## src/rtl/nibble_add_pkg.sv

```systemverilog
// Shared encodings for the nibble-serial add/subtract controller.
// States, op codes and the nibble width of the shared adder.
package nibble_add_pkg;

    localparam int NIBBLE_W = 4;

    localparam logic OP_ADD = 1'b0;
    localparam logic OP_SUB = 1'b1;

    typedef enum logic [1:0] {
        ST_IDLE = 2'd0,
        ST_RUN  = 2'd1,
        ST_DONE = 2'd2
    } state_e;

endpackage

```

## src/rtl/adder1bit.sv

```systemverilog
// One-bit full adder, the building block of the shared nibble adder.
module adder1bit (
    input  logic a,
    input  logic b,
    input  logic cin,
    output logic s,
    output logic cout
);

    assign s    = a ^ b ^ cin;
    assign cout = (a & b) | (cin & (a ^ b));

endmodule

```

## src/rtl/adder4bit.sv

```systemverilog
// Four-bit ripple-carry adder built from adder1bit cells.
module adder4bit (
    input  logic [3:0] a,
    input  logic [3:0] b,
    input  logic       cin,
    output logic [3:0] sum,
    output logic       cout
);

    logic [4:0] c;

    assign c[0] = cin;
    assign cout = c[4];

    for (genvar i = 0; i < 4; i++) begin : g_bit
        adder1bit u_fa (
            .a   (a[i]),
            .b   (b[i]),
            .cin (c[i]),
            .s   (sum[i]),
            .cout(c[i+1])
        );
    end

endmodule

```

## src/rtl/nibble_serial_add_ctrl.sv

```systemverilog
// Wide add/subtract done one nibble per clock through a single 4-bit adder,
// LSB first, with valid/ready handshakes on operands and result.
module nibble_serial_add_ctrl
    import nibble_add_pkg::*;
#(
    parameter int NIBBLES = 4
) (
    input  logic                      clk,
    input  logic                      rst,
    input  logic                      in_valid,
    output logic                      in_ready,
    input  logic [NIBBLE_W*NIBBLES-1:0] a,
    input  logic [NIBBLE_W*NIBBLES-1:0] b,
    input  logic                      cin,
    input  logic                      op,
    output logic                      out_valid,
    input  logic                      out_ready,
    output logic [NIBBLE_W*NIBBLES-1:0] sum,
    output logic                      cout,
    output logic                      ovf,
    output logic                      busy
);

    localparam int W  = NIBBLE_W * NIBBLES;
    localparam int IW = $clog2(NIBBLES) + 1;
    localparam logic [IW-1:0] LAST = IW'(NIBBLES - 1);

    state_e state_q, state_d;

    logic [W-1:0]        a_q, b_q;
    logic [W-1:0]        a_shift, b_shift, sum_shift;
    logic [W-1:0]        b_eff;
    logic [IW-1:0]       idx_q;
    logic                carry_q, a_msb_q, b_msb_q;
    logic                last;
    logic [NIBBLE_W-1:0] nib_sum;
    logic                nib_cout;

    adder4bit u_add (
        .a   (a_q[NIBBLE_W-1:0]),
        .b   (b_q[NIBBLE_W-1:0]),
        .cin (carry_q),
        .sum (nib_sum),
        .cout(nib_cout)
    );

    assign b_eff     = (op == OP_SUB) ? ~b : b;
    assign last      = (idx_q == LAST);
    assign a_shift   = W'({{NIBBLE_W{1'b0}}, a_q} >> NIBBLE_W);
    assign b_shift   = W'({{NIBBLE_W{1'b0}}, b_q} >> NIBBLE_W);
    // New nibble enters at the top so the LSB nibble ends up at the bottom.
    assign sum_shift = W'({nib_sum, sum} >> NIBBLE_W);

    assign in_ready  = (state_q == ST_IDLE);
    assign out_valid = (state_q == ST_DONE);
    assign busy      = (state_q == ST_RUN) || (state_q == ST_DONE);

    always_ff @(posedge clk or posedge rst) begin
        if (rst) state_q <= ST_IDLE;
        else     state_q <= state_d;
    end

    always_comb begin
        state_d = state_q;
        unique case (state_q)
            ST_IDLE: if (in_valid)  state_d = ST_RUN;
            ST_RUN:  if (last)      state_d = ST_DONE;
            ST_DONE: if (out_ready) state_d = ST_IDLE;
            default:                state_d = ST_IDLE;
        endcase
    end

    always_ff @(posedge clk or posedge rst) begin
        if (rst) begin
            a_q     <= '0;
            b_q     <= '0;
            idx_q   <= '0;
            carry_q <= 1'b0;
            a_msb_q <= 1'b0;
            b_msb_q <= 1'b0;
            sum     <= '0;
            cout    <= 1'b0;
            ovf     <= 1'b0;
        end else begin
            unique case (state_q)
                ST_IDLE: begin
                    if (in_valid) begin
                        a_q     <= a;
                        b_q     <= b_eff;
                        carry_q <= (op == OP_SUB) ? 1'b1 : cin;
                        a_msb_q <= a[W-1];
                        b_msb_q <= b_eff[W-1];
                        idx_q   <= '0;
                    end
                end
                ST_RUN: begin
                    a_q     <= a_shift;
                    b_q     <= b_shift;
                    sum     <= sum_shift;
                    carry_q <= nib_cout;
                    idx_q   <= idx_q + 1'b1;
                    // Flags latch together with the final nibble.
                    if (last) begin
                        cout <= nib_cout;
                        ovf  <= (a_msb_q == b_msb_q) &&
                                (nib_sum[NIBBLE_W-1] != a_msb_q);
                    end
                end
                default: ;
            endcase
        end
    end

endmodule

```

## config.mk

```make
export PLATFORM = sky130hd
export DESIGN_NAME = nibble_serial_add_ctrl
export DESIGN_NICKNAME = d
export VERILOG_FILES = /design/src/rtl/nibble_add_pkg.sv /design/src/rtl/adder1bit.sv /design/src/rtl/adder4bit.sv /design/src/rtl/nibble_serial_add_ctrl.sv
export SDC_FILE = /design/constraint.sdc
export NUM_CORES = 1
export LEC_CHECK = 0
export ABC_CLOCK_PERIOD_IN_PS = 2800
export CAP_MARGIN = 5
export CORE_MARGIN = 10
export CORE_UTILIZATION = 25
export CTS_CLUSTER_SIZE = 8
export DETAILED_ROUTE_END_ITERATION = 16
export GPL_ROUTABILITY_DRIVEN = 0
export GPL_TIMING_DRIVEN = 0
export PLACE_DENSITY_LB_ADDON = 0.12
export SYNTH_ARGS = -nofsm -noshare
export SYNTH_HDL_FRONTEND = slang
export SYNTH_SLANG_ARGS = --single-unit
```

## constraint.sdc

```tcl
create_clock -name clk -period 2.8 [get_ports clk]
set_clock_uncertainty 0.1 [all_clocks]
set_input_delay 0.7 -clock clk [delete_from_list [all_inputs] [get_ports clk]]
set_output_delay 0.7 -clock clk [all_outputs]
set_load 0.05 [all_outputs]
```

## Yosys cells after proc, flatten, opt, wreduce, memory -nomap -nowiden

Index checks and enable logic that the tools add are counted.

| word-level totals | value |
|---|---|
| register bits | 58 |
| latch bits | 0 |
| bits in writable memories | 0 |
| memory bits (read-only) | 0 |
| input port bits | 38 |
| output and inout bits | 21 |
| logic and storage cells | 62 |
| memories kept | 0 |

| cells by class | value |
|---|---|
| add/subtract/negate cells | 1 |
| multipliers | 0 |
| divide/modulo/power cells | 0 |
| order comparisons | 0 |
| equal/unequal tests | 8 |
| shift operators | 0 |
| muxes and demuxes | 14 |
| bitwise logic cells | 21 |
| reductions and logical operators | 8 |

Operators with widths:

| kind | number |
|---|---|
| case mux 16 bit (2 select lines) | 2 |
| 2-to-1 mux 16 bit | 3 |
| NOT 16 bit | 1 |
| AND 1 bit | 8 |
| bitwise XOR 1 bit | 8 |
| 2-to-1 mux 2 bit | 3 |
| case mux 2 bit (3 select lines) | 1 |
| case mux 3 bit (2 select lines) | 1 |
| AND reduction 2 bit | 3 |
| != test 2 bit (second input constant) | 2 |
| bitwise OR 1 bit | 4 |
| adder 3 x 1 -> 3 bit (second input constant) | 1 |
| == test 3 x 2 -> 1 bit (second input constant) | 1 |
| 2-to-1 mux 3 bit | 1 |
| AND reduction 3 bit | 1 |
| == test 2 x 1 -> 1 bit (second input constant) | 1 |
| == test 2 bit (second input constant) | 1 |
| logical NOT 2 bit | 1 |
| 2-to-1 mux 1 bit | 2 |
| != test 2 x 1 -> 1 bit (second input constant) | 1 |
| case mux 1 bit (2 select lines) | 1 |
| nonzero test 2 bit | 1 |
| == test 1 bit | 1 |
| logical AND 1 bit | 1 |
| other kinds (2) | 2 |

## Longest topological paths before layout

Gate-level depths: netlist of run 1.

| depth | value |
|---|---|
| word-level depth | 10 |
| gate-level depth with buffers | 10 |
| gate-level depth less buffers | 10 |

## Modules after synthesis

A second synthesis of run 1 with hierarchy kept.

| second synthesis, totals | value |
|---|---|
| cell total of the unflattened synthesis | 247 |
| area, all modules | 2941.6 µm² |

By module, submodules not included:

| module | times used | cells an instance | area an instance (µm²) | seq. area each (µm²) |
|---|---|---|---|---|
| nibble_serial_add_ctrl | 1 | 243 | 2861.5 | 1451.4 |
| adder1bit | 4 | 1 | 20.0 | 0.0 |

## Least setup slack after synthesis of run 1

Ideal clock, no wire load.

| timing | value |
|---|---|
| path type | register to register |
| start | reg carry_q |
| end | reg ovf |
| library setup time | 88 ps |
| arrival time | 2367 ps |
| required time | 2612 ps |
| setup slack | 245 ps |
| stages on the path, launching flop included | 10 |
| path buffers | 0 |
| clock period less this slack | 2555 ps |
| path through | dfrtp_1 fa_1 inv_1 fa_1 inv_1 fa_1 inv_1 fa_1 or3_1 a41oi_1 |

| on the way | value |
|---|---|
| cells in the longest elaborated chain, start to end | 9 |

RTL lines:

| what | RTL line | RTL |
|---|---|---|
| start: declaration | nibble_serial_add_ctrl.sv:34 | `logic carry_q, a_msb_q, b_msb_q;` |
| start signal: assignment | nibble_serial_add_ctrl.sv:90 | `carry_q <= (op == OP_SUB) ? 1'b1 : cin;` |
| start signal: assignment | nibble_serial_add_ctrl.sv:100 | `carry_q <= nib_cout;` |
| AND 1 bit | adder1bit.sv:11 | `assign cout = (a & b) \| (cin & (a ^ b));` |
| bitwise OR 1 bit | adder1bit.sv:11 |  |
| AND 1 bit | adder1bit.sv:11 |  |
| bitwise OR 1 bit | adder1bit.sv:11 |  |
| AND 1 bit | adder1bit.sv:11 |  |
| bitwise OR 1 bit | adder1bit.sv:11 |  |
| bitwise XOR 1 bit | adder1bit.sv:10 | `assign s = a ^ b ^ cin;` |
| != test 1 bit | nibble_serial_add_ctrl.sv:106 | `(nib_sum[NIBBLE_W-1] != a_msb_q);` |
| logical AND 1 bit | nibble_serial_add_ctrl.sv:105 | `ovf <= (a_msb_q == b_msb_q) &&` |
| end signal: assignment | nibble_serial_add_ctrl.sv:105 |  |
| end: declaration | nibble_serial_add_ctrl.sv:20 | `output logic ovf,` |

No other way between the ends.
A chain may end at the register's enable or synchronous reset.

## Final worst setup path of run 1

Same ends and word-level chain as after synthesis.

==> impl_metrics.py, run 1 <==
metrics = {
    "setup_path": {
        "worst_setup_path_start_kind": "flip-flop",
        "crit_arrival_ps": 2830,
        "crit_family": "adder cells",
        "crit_fanout": 3,
        "slowest_delay_ps": 470,
        "path_buf_inv": 3,
        "cp-end-kind": "flip-flop",
        "path_class": "flip-flop to flip-flop",
        "cp_slowest_cell": "fa_1",
        "required_ps": 2940,
        "path_cells": "fa_2 -> inv_2 -> fa_1 -> inv_1 -> fa_1 -> inv_2 -> fa_1 -> or3_4 -> a41oi_2",
        "worst_path_most_repeated_cell": "fa_1",
    },
    "floorplanning": {
        "io_pins": 59,
        "start_util_pct": 25.73,
        "core_mm2": 0.01147,
        "row_count": 39,
        "dieHeight_um": 128.6,
        "die_x_um": 128.6,
        "die_area_mm2": 0.01655,
    },
    "logic_synthesis": {
        "synth_cells": 251,
        "avgSynthCellArea_um2": 11.75,
        "synth_edf_count": 0,
        "async_flop_share_pct": 100.0,
        "synth-seq-cells": 58,
        "synth-seq-area-share_pct": 49.19,
        "ys_types": 35,
        "synth_ff_type": "dfrtp_1",
        "synth_nets": 298,
        "ys_warn_count": 0,
        "netlist_area_mm2": 0.002950,
    },
    "power_and_ir_drop": {
        "power_mw": 5.463,
        "vdd_drop_max_mv": 0.6732,
        "leakage_nw": 1.736,
        "powerDensity_mw_per_mm2": 1350,
    },
    "global_routing": {
        "globalRouteTotalUtil_pct": 9.397,
        "grt_pass1_wl_mm": 12.32,
        "first_global_vias": 2250,
        "antenna_found_initial": 0,
        "overflow": 0,
        "grt_max_degree": 37,
    },
    "clock_tree": {
        "clk_pin_slew_ps": 50,
        "hold_buffers": 0,
        "root_buffer": "clkbuf_16",
        "cts_tree": "yes",
        "numCtsBuffers": 9,
        "cts_max_path_buffers": 2,
        "clock_sinks": 58,
        "insertion_delay_ps": 320,
        "htree_num_levels": 3,
    },
    "sta": {
        "drv_slew": 0,
        "fmax_ghz": 0.3719,
        "fin_crit_ps": 2689,
        "setup_viol": 0,
        "slew_headroom_pct": 64.12,
        "worst-slew-pin-transition_ps": 537.5,
        "finalHoldViolations": 0,
        "period_share_pct": 96.02,
    },
    "final_layout": {
        "synthToLayoutAreaGrowth_pct": 37.19,
        "num-fill-cells": 1174,
        "drive_above_1_share_pct": 26.07,
        "post-route-util_pct": 35.30,
        "num_antenna_cells": 0,
        "layout_common_cells": "dfrtp_1 (58), clkdlybuf4s50_1 (57), nand2_1 (25)",
        "mostFrequentLayoutCell": "dfrtp_1",
        "nets": 368,
    },
    "placed_design": {
        "place.port_buffers": 57,
        "dpl.hpwl_mm": 5.535,
    },
    "routing": {
        "vias": 2065,
        "drt_wl_total_mm": 7.388,
        "ant_nets": 0,
        "drtIter0Drc": 108,
        "detail_route.wl_per_cell_um": 15.75,
        "post_drt_via_cell_ratio": 4.403,
        "drcViolationCount": 0,
        "dr.pass1.iters": 4,
    },
    "hold_path": {
        "hold_class": "flip-flop to flip-flop",
    },
    "job": {
        "maxCapViolCount": 0,
    },
    "run_status": {
        "outcome": "complete, no violations",
    },
}
## cell families after synthesis
group | share of synthesized area, %
mux | 14.33
buf+inv | 6.403
xor+xnor | 4.750
simple gates | 7.889
flops | 49.19
compound gates | 12.60
fa+ha+maj | 4.835
## path summary, 6_finish.rpt
path / slack, ps / cells past startpoint / from / to
worst max-delay path: 110 / 9 / carry_q$_DFFE_PP0P_ / ovf$_DFFE_PP0P_
min in group asynchronous: 640 / 2 / rst / sum[2]$_DFFE_PP0P_
max in group asynchronous: 1360 / 3 / rst / a_q[7]$_DFFE_PP0P_
worst min-delay path: 370 / 2 / b_q[5]$_DFFE_PP0P_ / b_q[5]$_DFFE_PP0P_
worst min register to register: 370 / 2 / b_q[5]$_DFFE_PP0P_ / b_q[5]$_DFFE_PP0P_
worst max register to register: 110 / 9 / carry_q$_DFFE_PP0P_ / ovf$_DFFE_PP0P_
## layout make-up
class                      count  area [µm²]  area share [%]
clock buffer                  11       252.7           6.244
tap                          143       178.9           4.420
sequential                    58        1451           35.86
inverter                      12       45.04           1.113
clock inverter                 5       52.55           1.298
buffer                        16       143.9           3.555
multi-input combinational    165        1325           32.74
timing repair buffer          59       598.1           14.78
## synth_stat cells, drive strengths merged (4+ instances only)
library cell	n	share of area, %
fa	4	2.7
nor3b	4	1.0
xor2	12	3.6
mux2	15	5.7
nand2	32	4.7
a21oi	9	1.5
dfrtp	58	49
buf	15	4.7
mux2i	25	8.6
inv	12	1.5
o21ai	33	8.4
ha	5	2.1
xnor2	4	1.2
## power breakdown
part | leakage (nW) | total, mW | switching, mW | internal, mW
clock network | 0.151 | 1.11 | 0.379 | 0.731
registers | 0.715 | 1.51 | 0.257 | 1.25
logic | 0.870 | 2.85 | 1.64 | 1.20
## routing by layer
layer	track usage [%]	up-vias	wire, µm
met5	0	-	0
met4	3.536	0	92
met3	3.532	9	569
met2	14.12	60	3304
met1	12.02	993	3422
li1	-	1003	-
## through the flow
step	instance area [µm²]	hold slack, ps	setup TNS [ps]	std cells	worst slack (ps)
3_3_place_gp	3700	359.7	-43390	451	-751.9
3_5_place_dp	3720	364.8	0	452	114.9
2_1_floorplan	2950	347.9	0	251	244.6
6_report	4048	372.8	0	469	111.3
5_1_grt	4048	402.4	-1.583	469	-1.583
4_1_cts	4025	376.7	0	468	98.94
## sequential cells by signal, indices dropped and copies added (netlist names), 2 cells and up
register  flops
a_q          16
b_q          16
idx_q         3
state_q       2
sum          16
## worst min-delay path: cells and delay by family, from the launching register on
| family | cells | cell delay, ps |
|---|---|---|
| AO/OA/AOI/OAI | 1 | 50 |
| flip-flops | 1 | 330 |
| AND/OR/NAND/NOR | 1 | 60 |
## what timing repair did
| action | in CTS | in global routing |
|---|---|---|
| resized for setup | 0 | 5 |
| setup buffers | 0 | 1 |
| setup endpoints to repair | 0 | 1 |
(Power assumes the default switching activity.)
==> run 2: changes to the inputs <==
--- a/config.mk
+++ b/config.mk
@@ -6,7 +6,6 @@
 export NUM_CORES = 1
 export LEC_CHECK = 0
 export ABC_CLOCK_PERIOD_IN_PS = 2800
-export CAP_MARGIN = 5
 export CORE_MARGIN = 10
 export CORE_UTILIZATION = 25
 export CTS_CLUSTER_SIZE = 8
==> impl_metrics.py, run 2 (synthesized netlist as in run 1, its figures left out) <==
metrics = {
    "final_layout": {
        "synthToLayoutAreaGrowth_pct": 37.19,
        "num_antenna_cells": 0,
        "instances_no_fill": 469,
        "post-route-util_pct": 35.30,
        "drive_above_1_share_pct": 26.07,
        "layout_common_cells": "dfrtp_1 (58), clkdlybuf4s50_1 (57), nand2_1 (25)",
        "nets": 368,
        "mostFrequentLayoutCell": "dfrtp_1",
        "top_regs": "a_q (16), b_q (16), sum (16)",
    },
    "routing": {
        "post_drt_via_cell_ratio": 4.403,
        "detail_route.wl_per_cell_um": 15.75,
        "dr.pass1.iters": 4,
        "wl_met3_um": 569,
        "wl_met2_mm": 3.304,
        "drtIter0Drc": 108,
        "ant_nets": 0,
        "wl_met1_mm": 3.422,
        "top_layer": "met4",
        "drt_wl_total_mm": 7.388,
        "drcViolationCount": 0,
        "vias": 2065,
    },
    "sta": {
        "period_share_pct": 96.02,
        "holdWs_ps": 372.8,
        "drv_slew": 0,
        "fmax_ghz": 0.3719,
        "fin_crit_ps": 2689,
        "finalHoldViolations": 0,
        "setup_viol": 0,
        "worst-slew-pin-transition_ps": 537.5,
        "slew_headroom_pct": 64.12,
        "tns_ps": 0,
        "setup_ws_ps": 111.3,
    },
    "clock_tree": {
        "clock_sinks": 58,
        "clk_pin_slew_ps": 50,
        "insertion_delay_ps": 320,
        "root_buffer": "clkbuf_16",
        "htree_num_levels": 3,
        "cts_max_path_buffers": 2,
        "cts_tree": "yes",
        "numCtsBuffers": 9,
    },
    "setup_path": {
        "crit_arrival_ps": 2830,
        "cp-end-kind": "flip-flop",
        "required_ps": 2940,
        "crit_fanout": 3,
        "worst_setup_path_start_kind": "flip-flop",
        "path_class": "flip-flop to flip-flop",
    },
    "placed_design": {
        "dpl.hpwl_mm": 5.535,
        "dp.cells": 452,
        "place.port_buffers": 57,
        "preCtsSetupSlack_ps": 114.9,
    },
    "floorplanning": {
        "die_x_um": 128.6,
        "start_util_pct": 25.73,
        "die_area_mm2": 0.01655,
        "dieHeight_um": 128.6,
        "core_mm2": 0.01147,
        "io_pins": 59,
        "row_count": 39,
    },
    "hold_path": {
        "hold_class": "flip-flop to flip-flop",
    },
    "global_routing": {
        "overflow": 0,
        "grt_max_degree": 37,
        "antenna_found_initial": 0,
        "first_global_vias": 2250,
        "grt_pass1_wl_mm": 12.32,
        "globalRouteTotalUtil_pct": 9.397,
    },
    "run_status": {
        "outcome": "complete, no violations",
    },
    "power_and_ir_drop": {
        "powerDensity_mw_per_mm2": 1350,
        "leakage_nw": 1.736,
        "vdd_drop_max_mv": 0.6732,
    },
    "job": {
        "maxCapViolCount": 0,
    },
}
[run 2: cell counts in the layout (fill, tap and decap cells not counted)]
No cell type changed its count.
[run 2: final timing paths]
path,from,slack [ps],cells past startpoint,endpoint
max in group asynchronous,rst,1360,3,a_q[7]$_DFFE_PP0P_
min in group asynchronous,rst,640,2,sum[2]$_DFFE_PP0P_
min,b_q[5]$_DFFE_PP0P_,370,2,b_q[5]$_DFFE_PP0P_
min reg2reg,b_q[5]$_DFFE_PP0P_,370,2,b_q[5]$_DFFE_PP0P_
max reg2reg,carry_q$_DFFE_PP0P_,110,9,ovf$_DFFE_PP0P_
max,carry_q$_DFFE_PP0P_,110,9,ovf$_DFFE_PP0P_
[run 2: stage by stage]
stage          area (µm²)  total power [mW]
2_1_floorplan        2950             3.520
3_3_place_gp         3700             4.309
3_5_place_dp         3720             4.354
4_1_cts              4025             5.493
5_1_grt              4048             5.882
6_report             4048             5.463
[run 2: cell type report]
| class | count | area [µm²] |
|---|---|---|
| fill | 1174 | 7420 |
| clock inverter | 5 | 52.55 |
| timing repair buffer | 59 | 598.1 |
| tap | 143 | 178.9 |
| clock buffer | 11 | 252.7 |
| buffer | 16 | 143.9 |
| inverter | 12 | 45.04 |
| multi-input combinational | 165 | 1325 |
| sequential | 58 | 1451 |
[run 2: timing repair]
| action | in CTS | in global routing |
|---|---|---|
| gates resized for setup | 0 | 5 |
| setup buffers | 0 | 1 |
| hold buffers | 0 | 0 |
| setup endpoints to repair | 0 | 1 |
[run 2: where the power goes]
| group | internal (mW) | leakage [nW] | switching, mW |
|---|---|---|---|
| Clock | 0.731 | 0.151 | 0.379 |
| Combinational | 1.20 | 0.870 | 1.64 |
| Sequential | 1.25 | 0.715 | 0.257 |
| Total | 3.18 | 1.74 | 2.28 |
[run 2: worst max-delay path: stages (launching register included)]
cell	delay (ps)
dfrtp_1	400
fa_2	390
inv_2	60
fa_1	150
inv_1	50
fa_1	370
inv_2	70
fa_1	470
or3_4	360
a41oi_2	200
[run 2: layer usage]
| metal | up-vias | global-route usage [%] |
|---|---|---|
| li1 | 1003 | - |
| met1 | 993 | 12.02 |
| met2 | 60 | 14.12 |
| met3 | 9 | 3.532 |
| met4 | 0 | 3.536 |
| met5 | - | 0 |
==> run 3: changes to the inputs <==
--- a/config.mk
+++ b/config.mk
@@ -5,7 +5,7 @@
 export SDC_FILE = /design/constraint.sdc
 export NUM_CORES = 1
 export LEC_CHECK = 0
-export ABC_CLOCK_PERIOD_IN_PS = 2800
+export CAP_MARGIN = 20
 export CORE_MARGIN = 10
 export CORE_UTILIZATION = 25
 export CTS_CLUSTER_SIZE = 8
==> results of run 3 <==
Final layout, timing and power as in run 1 (identical DEF).
==> patch 1: new RTL, settings of run 2 <==
Set the parameter `NIBBLES` to 8 (it was 4).
--- a/src/rtl/nibble_serial_add_ctrl.sv
+++ b/src/rtl/nibble_serial_add_ctrl.sv
@@ -5,3 +5,3 @@
 #(
-    parameter int NIBBLES = 4
+    parameter int NIBBLES = 8
 ) (
Ports: changed (resized a, b and sum); port bits go from 59 to 107. No check against the original RTL was run, so the function may have changed too.
==> patch 1 against run 2 <==
  * Maximum frequency about the same
  * Design area increased by 70%
  * First-iteration DRC count increased by 56%
  * Area after synthesis is 75% higher
  * Sequential cell count rose by 49
  * Wire length increased by 90%
  * Setup slack about the same
  * Clock power increased by 20%
  * Total power grew 59%
  * Critical path type is now reg -> out
==> patch 1: results <==
set metrics [dict create \
    postCtsSetupBuffers 0 \
    swShare_pct 43.55 \
    peakVddDrop_mv 0.3168 \
    cap_viol_max_count 0 \
    synth.area.top_cells "dfrtp_1 52%, mux2i_1 11%, mux2_2 7.0%" \
    clkLatencyLatePin_ps 360 \
    synth-main-ff-cell "dfrtp_1" \
    synthAdderAreaFrac_pct 2.527 \
    worstMarginPinSlew_ps 540.8 \
    antenna_found_initial 0 \
    cp.arrival_ps 1890 \
    top_regs "a_q: 32 flops, b_q: 32 flops, sum: 32 flops" \
    numPortBuffers 104 \
    outcome "finished, final reports clean" \
    ys_top_cells_by_count "107 x dfrtp_1, 71 x nand2_1, 56 x mux2i_1" \
    powerComb_mw 4.59 \
    yosys_warnings 0 \
    clkSlewWorstSetupHoldPaths_ps 80 \
    synth_compound_area_share_pct 9.281 \
    hold_class "reg -> reg" \
    crit_fanout 3 \
    grt_pass1_wl_um 22960 \
    num_antenna_cells 0 \
    post-place-ws_ps 144.6 \
    placed_area_um2 6593 \
    yosysUniqueCellTypes 36 \
    ys_seq_area_share_pct 51.99 \
    synthArstFlopShare_pct 100.0 \
    crit_path_max_incr_delay_ps 800 \
    grt_pass1_vias 3968 \
    detail_route.iter0.violations 169 \
    drive_above_1_share_pct 14.97 \
    synth_fp_nets 536 \
    nets 654 \
    htree_levels 3 \
    grtUsageTotal_pct 10.97 \
    synthMuxAreaShare_pct 18.32 \
    first_pass_iters 4 \
    leakagePower_nw 2.990 \
    slowest_stage "clkdlybuf4s50_1" \
    num_vias 3669 \
    power_frac_seq_pct 31.9 \
    cts.path.max_buffers 2 \
    wl_per_cell_um 16.53 \
    path_delay_family "buffers and inverters" \
    grt_start_max_net_pins 37 \
    cts_made_buffers 9 \
    root_buffer "clkbuf_16" \
    synth_xor_area_share_pct 5.442 \
    dp_hpwl_um 10520 \
]
==> patch 1: cell count changes in the layout (fill, tap and decap cells not counted), moves of 14 or more <==
cell and change:
o21ai_2 -22, o21ai_1 +14, mux2_2 +17, dfrtp_1 +49, clkdlybuf4s50_1 +47, mux2i_1 +32, o21ai_0 +44, nand2_1 +46
xor2_1 +16
==> patch 1: what timing repair did <==
action / 4_1_cts / 5_1_grt
resized for setup: 0 / 1
hold endpoints to repair: 0 / 0
endpoints found under the setup margin: 0 / 1
==> patch 1: per-layer routing <==
metal	vias to the layer above	global-route usage (%)	routed length, µm
li1	1795	-	-
met1	1778	14.88	6791
met2	83	16.49	6353
met3	13	2.744	723
met4	0	4.021	201
met5	-	0	0
==> patch 1: path summary, 6_finish.rpt <==
kind                            cells past startpoint  slack (ps)                    from                   to
worst max register to register                     10         150     carry_q$_DFFE_PP0P_      ovf$_DFFE_PP0P_
max in group asynchronous                           4        1230                     rst  sum[27]$_DFFE_PP0P_
worst min-delay path                                2         380      b_q[6]$_DFFE_PP0P_   b_q[6]$_DFFE_PP0P_
worst max-delay path                                3         110  state_q[0]$_DFFE_PP0P_                 busy
worst min register to register                      2         380      b_q[6]$_DFFE_PP0P_   b_q[6]$_DFFE_PP0P_
min in group asynchronous                           2         650                     rst  a_q[13]$_DFFE_PP0P_
==> patch 1: layout make-up <==
class	instances	area (µm²)
Timing Repair Buffer	107	1101
Multi-Input combinational cell	308	2222
Sequential cell	107	2678
Buffer	32	209.0
Inverter	11	45.04
Clock inverter	7	82.58
Fill cell	2024	13330
Clock buffer	9	225.2
Tap cell	270	337.8
==> patch 1: stage by stage <==
step                util, %  cells  power (mW)
detailed placement    32.58    835       7.501
CTS                   34.10    851       8.870
global route          34.10    851       9.387
global placement      32.28    832       7.419
floorplan                 -    458       6.012
finish                34.10    851       8.696
==> patch 2: new RTL, settings of run 2 <==
Made on the original files. Re-encode `state_e` (3 states) as one-hot, 3 bits wide.
--- a/src/rtl/nibble_add_pkg.sv
+++ b/src/rtl/nibble_add_pkg.sv
@@ -9,6 +9,6 @@
 
-    typedef enum logic [1:0] {
-        ST_IDLE = 2'd0,
-        ST_RUN  = 2'd1,
-        ST_DONE = 2'd2
+    typedef enum logic [2:0] {
+        ST_IDLE = 3'b001,
+        ST_RUN  = 3'b010,
+        ST_DONE = 3'b100
     } state_e;
Formal check against the unedited RTL: same outputs for any inputs over 10 cycles, from zero or initial values and one cycle with rst high; not proved beyond that.
==> patch 2 against run 2 <==
  * First-iteration DRC count fell by 19%
  * Sequential cell count rose by 1
  * Die area fell by 9.1%
  * Via count rose by 1.4%
  * Wire length up 1.1%
  * Total power is 25% lower
  * Critical endpoint unchanged
  * Setup slack got worse by 16 ps
  * Design area down 11%
  * Area after synthesis down 11%
  * Maximum frequency shrank 0.59%
==> patch 2: results <==
set metrics [dict create \
    synth.area.top_cells "dfrtp_1 55%, nand2_1 7.3%, a221o_1 4.6%" \
    ys_top_cells_by_count "58 x dfrtp_1, 51 x nand2_1, 28 x nor2_1" \
    dp_hpwl_um 5402 \
    yosysUniqueCellTypes 33 \
    antenna_found_initial 0 \
    numPortBuffers 57 \
    first_pass_iters 4 \
    yosys_warnings 0 \
    grt_pass1_wl_um 12280 \
    htree_levels 3 \
    dr_wl_met3_um 520 \
    slew-limit-headroom_pct 59.68 \
    met1_length_um 3334 \
    nFillCells 1081 \
    detail_route.iter0.violations 87 \
    num_vias 2094 \
    synthArstFlopShare_pct 100.0 \
    outcome "finished, final reports clean" \
    grt_pass1_vias 2296 \
    crit_fanout 3 \
    clkLatencyLatePin_ps 340 \
    top_layer "met4" \
    root_buffer "clkbuf_8" \
    num_antenna_cells 0 \
    top_regs "a_q: 16 flops, b_q: 16 flops, sum: 16 flops" \
    grt_start_max_net_pins 41 \
    drive_above_1_share_pct 11.25 \
    leakagePower_nw 1.580 \
    grtUsageTotal_pct 10.48 \
    placed_area_um2 3395 \
    hold_class "reg -> reg" \
    cts.path.max_buffers 2 \
    peakVddDrop_mv 0.4232 \
    nets 368 \
    ys_seq_area_share_pct 56.10 \
    cts_made_buffers 9 \
    clkSlewWorstSetupHoldPaths_ps 70 \
    cp.arrival_ps 2860 \
    wl_per_cell_um 16.06 \
    wl_met2_um 3555 \
    synth_fp_nets 299 \
]
[patch 2: report_power, final]
part | internal [mW] | switching (mW)
sequential | 1.24 | 0.274
clock | 0.431 | 0.343
combinational | 0.726 | 1.10
total | 2.39 | 1.72
[patch 2: routing by layer]
metal | track usage [%] | up-vias
li1 | - | 1012
met1 | 12.39 | 1025
met2 | 17.13 | 53
met3 | 4.178 | 4
met4 | 3.314 | 0
met5 | 0 | -
[patch 2: critical path, cell delays in order, from the launching register on]
cell,delay (ps)
dfrtp_1,410
fa_2,380
inv_1,70
fa_1,150
inv_1,50
fa_1,350
inv_1,80
fa_1,450
or3_4,390
a41oi_2,190
[patch 2: cell families after synthesis]
group                      after synthesis  synth area share (%)
AOI/OAI and AO/OA                       47                 13.30
DFF                                     59                 56.10
muxes                                    1                0.4275
adders and majority gates                6                 3.990
buffers and inverters                   27                 4.323
and+or+nand+nor                         99                 16.53
xor gates and xnor gates                16                 5.320
[patch 2: metrics by stage]
step / setup WS, ps / TNS (ps) / cells
after floorplan: 249.3 / 0 / 255
after global placement: -713.1 / -41460 / 448
after detailed placement: -257.0 / -257.0 / 449
after CTS: 47.72 / 0 / 464
after global routing: -22.19 / -22.19 / 465
final: 95.49 / 0 / 465
[patch 2: area by class of cell]
class	count	area, µm²	area share, %
Tap cell	136	170.2	4.726
Timing Repair Buffer	59	591.8	16.44
Clock buffer	11	141.4	3.926
Multi-Input combinational cell	169	1057	29.36
Buffer	16	72.57	2.015
Sequential cell	59	1478	41.04
Clock inverter	5	52.55	1.459
Inverter	10	37.54	1.042
[patch 2: path summary, 6_finish.rpt]
path | to | slack (ps) | from | cells after the start
worst min-delay path | sum[1]$_DFFE_PP0P_ | 370 | sum[1]$_DFFE_PP0P_ | 2
max in group asynchronous | state_q[0]$_DFFE_PP1P_ | 1400 | rst | 3
worst max register to register | ovf$_DFFE_PP0P_ | 100 | carry_q$_DFFE_PP0P_ | 9
worst max-delay path | ovf$_DFFE_PP0P_ | 100 | carry_q$_DFFE_PP0P_ | 9
worst min register to register | sum[1]$_DFFE_PP0P_ | 370 | sum[1]$_DFFE_PP0P_ | 2
min in group asynchronous | sum[7]$_DFFE_PP0P_ | 590 | rst | 2
[patch 2: what timing repair did]
action,4_1_cts,5_1_grt
buffers inserted,0,1
pin swaps,0,2
endpoints found under the setup margin,2,2
gates resized for setup,5,4
